`config.mk`:
```
export PLATFORM = sky130hd
export DESIGN_NAME = arm_fetch_unit
export DESIGN_NICKNAME = d
export VERILOG_FILES = /design/src/rtl/arm_fetch_unit.sv
export SDC_FILE = /design/constraint.sdc
export NUM_CORES = 1
export LEC_CHECK = 0
export ABC_AREA = 1
export CAP_MARGIN = 30
export CORE_MARGIN = 5
export CORE_UTILIZATION = 40
export CTS_BUF_LIST = sky130_fd_sc_hd__clkbuf_8
export DETAILED_ROUTE_END_ITERATION = 8
export PLACE_DENSITY = 0.7
export SYNTH_ARGS = -nofsm -noshare
export SYNTH_HDL_FRONTEND = slang
export SYNTH_SLANG_ARGS = --single-unit
```
`constraint.sdc`:
```
create_clock -name clk -period 3.6 [get_ports clk]
set_input_delay 0.36 -clock clk [delete_from_list [all_inputs] [get_ports clk]]
set_output_delay 0.36 -clock clk [all_outputs]
set_load 0.01 [all_outputs]
```
`src/rtl/arm_fetch_unit.sv`:
```
// Instruction-fetch stage for the single-cycle ARM datapath.
// Owns the PC and sequences sequential fetch, branches, stalls, and IRQ
// entry/return. It also produces PC+4, PC+8 (the R15 read value) and the
// IRQ link value used for the banked LR write.
module arm_fetch_unit #(
  parameter logic [31:0] RESET_VECTOR = 32'h0000_0000,
  parameter logic [31:0] IRQ_VECTOR   = 32'h0000_0018
) (
  input  logic        clk,
  input  logic        reset,
  input  logic        stall,
  input  logic        pc_src,
  input  logic [31:0] branch_target,
  input  logic        irq_ret,
  input  logic        nIRQ,
  output logic [31:0] pc,
  output logic [31:0] pc_plus4,
  output logic [31:0] pc_plus8,
  output logic        fetch_valid,
  output logic        irq_taken,
  output logic [31:0] lr_irq,
  output logic        irq_mask
);

  typedef enum logic [1:0] {
    BOOT,
    RUN,
    IRQ_ENTRY
  } state_t;

  state_t      state;
  state_t      state_next;
  logic        sync1;
  logic        sync2;
  logic        irq_req;
  logic [31:0] target;
  logic [31:0] pc_next;
  logic [31:0] lr_next;
  logic        mask_next;
  logic        unused_target_lsbs;

  // Word-aligned branch target; the low two bits are discarded.
  assign target             = {branch_target[31:2], 2'b00};
  assign unused_target_lsbs = ^branch_target[1:0];

  assign pc_plus4 = pc + 32'd4;
  assign pc_plus8 = pc + 32'd8;
  assign irq_req  = ~sync2;

  // Two-flop synchronizer for the asynchronous active-low IRQ pin.
  always_ff @(posedge clk or negedge reset) begin
    if (!reset) begin
      sync1 <= 1'b1;
      sync2 <= 1'b1;
    end else begin
      sync1 <= nIRQ;
      sync2 <= sync1;
    end
  end

  // State register.
  always_ff @(posedge clk or negedge reset) begin
    if (!reset) begin
      state <= BOOT;
    end else begin
      state <= state_next;
    end
  end

  // Next-state and next-PC selection: stall > IRQ > branch > sequential.
  // When an IRQ wins over a same-cycle branch, the branch target is folded
  // into the link value so the branch is taken on return.
  always_comb begin
    state_next = state;
    pc_next    = pc;
    lr_next    = lr_irq;
    mask_next  = irq_mask;
    case (state)
      BOOT: begin
        state_next = RUN;
        mask_next  = 1'b0;
      end
      default: begin
        state_next = RUN;
        if (stall) begin
          pc_next = pc;
        end else if (irq_req && !irq_mask) begin
          state_next = IRQ_ENTRY;
          pc_next    = IRQ_VECTOR;
          mask_next  = 1'b1;
          lr_next    = (pc_src ? target : pc_plus4) + 32'd4;
        end else if (pc_src) begin
          pc_next = target;
          if (irq_ret) begin
            mask_next = 1'b0;
          end
        end else begin
          pc_next = pc_plus4;
        end
      end
    endcase
  end

  // PC, link and mask registers.
  always_ff @(posedge clk or negedge reset) begin
    if (!reset) begin
      pc       <= RESET_VECTOR;
      lr_irq   <= '0;
      irq_mask <= 1'b1;
    end else begin
      pc       <= pc_next;
      lr_irq   <= lr_next;
      irq_mask <= mask_next;
    end
  end

  // Status outputs decoded from the registered state.
  always_comb begin
    fetch_valid = (state != BOOT);
    irq_taken   = (state == IRQ_ENTRY);
  end

endmodule

```
==> out/results.tsv <==
metric	value	unit
status	finished clean	
dieArea	15900	um2
synth_nets	833	
synth_edf_count	0	
drc	0	
synthAdderAreaFrac	0.695	%
setup_tns	0	ps
grt_max_degree	50	
synthXorXnorAreaFrac	5.83	%
vias	5699	
final_layout_size_suffix_gt1_share	14.1	%
rsz0062_at_grt	false	
maxSlewViolCount	0	
cts_buffers	9	
clock_sinks	69	
start_util	40.8	%
dpl_worst_slack	632	ps
synth-seq-area-share	32.0	%
final_common_cell	nand2_1	
hold_class	reg -> reg	
crit_family	simple AND/OR/NAND/NOR gates	
synth_flop_cell	dfrtp_1	
worst_pin_slew	699	ps
arrival	3080	ps
h-tree-depth	3	
synth.area.mux_share	0	%
clock_latency	370	ps
power.share.clock	19.6	%
slowest_stage	clkdlybuf4s50_1	
power_leakage	3.37	nW
whs	367	ps
floorplan.core_area	13200	um2
seqPwrFrac	30.3	%
setup_viol	0	
synth_area	5400	um2
relSlewSlack	53.3	%
p_comb_share	50.1	%
nNetsFinal	996	
critPathKind	reg -> out	
crit_chain	ha_1 > inv_1 > nor2_4 > nand2_2 > nor3_1 > nand3_1 > nor3_1 > xor2_1 > clkdlybuf4s50_1	
synth_cell_type_count	41	
crit_path_max_fanout	6	
antenna_found_initial	0	
multi_input_area	3220	um2
antenna_left	0	
clkTransAtPathRegs	80	ps
grt_pass1_wl	29500	um
cts_setup_buffers	0	
maxCapViolations	0	
synth_top_family_by_area	simple AND/OR/NAND/NOR gates	
syn2layout_area_growth	38.3	%
finalCritPeriodShare	95.7	%
place_hpwl	14700	um
final_cells	1136	
p_sw_share	39.3	%
totalWireLength	18800	um
switching_power	1.61	mW
dr.pass1.iters	5	
cp_num_buf_inv	2	
placed_cells	1119	
wire_per_inst	16.6	um
power_density	548	nW/um2
crit_path_frequent_cell	nor3_1	
final_cell_mix	nand2_1 (248), clkdlybuf4s50_1 (165), inv_1 (79), nor2_1 (73), dfrtp_1 (66)	
synth.yosys.warnings	0	
p_int	2.48	mW
drt-initial-drc-count	431	
row_count	42	
die_w	126	um
grt-ovfl-total	0	
cts_buffer_depth	2	
ios	169	
numPortBuffers	166	
synth-seq-cells	69	
hold_buffers	1	
ys_async_sr_fraction	100	%
clockRootBuffer	clkbuf_8	
worst_slack	155	ps
grt_pass1_vias	5450	
max_freq	0.290	GHz
post_cts_resized	0	
grtUsageTotal	23.3	%
die_y	126	um
worst_setup_path_start_kind	register	
ff_latch_area	1730	um2
max_stage_delay	550	ps
synthesis.area_per_instance	6.82	um2
antenna_cells	0	
netlist_instances	792	
ir_drop	351	uV
finalClockSkew	12.7	ps
fin_crit	3440	ps
via_per_inst	5.02	
gp_congestion	0.916	
worst_setup_path_end_kind	output pin	
crit_required	3240	ps
synth-simple-area-share	44.6	%
synth_compound_area_share	8.43	%
hold_viol_final	0	
nFillCells	1299	
cts_tree	done	
==> through the flow <==
| step | total power [mW] | utilization, % | area, um2 |
|---|---|---|---|
| final | 4.09 | 56.4 | 7470 |
| after global routing | 4.34 | 56.4 | 7470 |
| after detailed placement | 3.30 | 54.5 | 7220 |
| after floorplan | 2.16 | - | 5400 |
| after CTS | 4.12 | 56.4 | 7470 |
| after global placement | 3.29 | 54.5 | 7220 |
==> final timing paths <==
check | slack [ps] | end | start | cells after the start
max | 160 | pc_plus8[31] | pc[4] | 9
min | 370 | sync2 | sync1 | 0
max reg2reg | 900 | lr_irq[27] | pc[4] | 17
min reg2reg | 370 | sync2 | sync1 | 0
max in group asynchronous | 2270 | pc[24] | reset | 3
min in group asynchronous | 500 | lr_irq[25] | reset | 2
==> sequential cells by signal, summed over array words and instances, names as in the netlist <==
name	count
sync2	1
lr_irq	32
state	2
pc	32
sync1	1
irq_mask	1
==> power by group through the flow <==
stage	clock network, mW	registers, mW	logic, mW
2_1_floorplan	0	1.32	0.842
3_3_place_gp	0	1.24	2.05
3_5_place_dp	0	1.25	2.05
4_1_cts	0.813	1.24	2.07
5_1_grt	0.841	1.28	2.22
6_report	0.803	1.24	2.05
==> cell type report <==
| type | count | area share, % |
|---|---|---|
| multi-input cells | 612 | 43.1 |
| clock inverters | 6 | 1.37 |
| flip-flops and latches | 69 | 23.2 |
| repair buffers | 175 | 23.1 |
| well taps | 176 | 2.95 |
| inverters | 88 | 4.49 |
| clock buffers | 10 | 1.84 |
==> kinds of logic (layout without fill, tap and decap cells) <==
| family | after synthesis | after routing |
|---|---|---|
| buffers and inverters | 111 | 279 |
| xor gates and xnor gates | 36 | 36 |
| AOI/OAI and AO/OA | 77 | 77 |
| and+or+nand+nor | 496 | 496 |
| DFF | 69 | 69 |
| adders and majority gates | 3 | 3 |
==> layer usage <==
metal / global-route usage (%) / wire [um] / up-vias / part of all wire [%]
li1: - / - / 2829 / -
met1: 31.8 / 8430 / 2629 / 45
met2: 37.1 / 8550 / 218 / 45
met3: 6.14 / 1470 / 23 / 7.8
met4: 5.80 / 381 / 0 / 2.0
met5: 0 / 0 / - / 0
==> cells in the mapped netlist (15+ instances only) <==
library cell,count,share of area (%)
nor2_2,17,2.0
nand2_2,24,2.8
nor2_1,74,5.1
nor2_4,15,3.1
dfrtp_1,66,31
nand2_1,248,17
nand3_1,62,5.7
inv_1,77,5.3
o22ai_1,27,3.1
xor2_1,35,5.7
o21ai_0,28,2.6
or2_2,17,2.0
No activity file was read; power rests on OpenSTA's default activity.
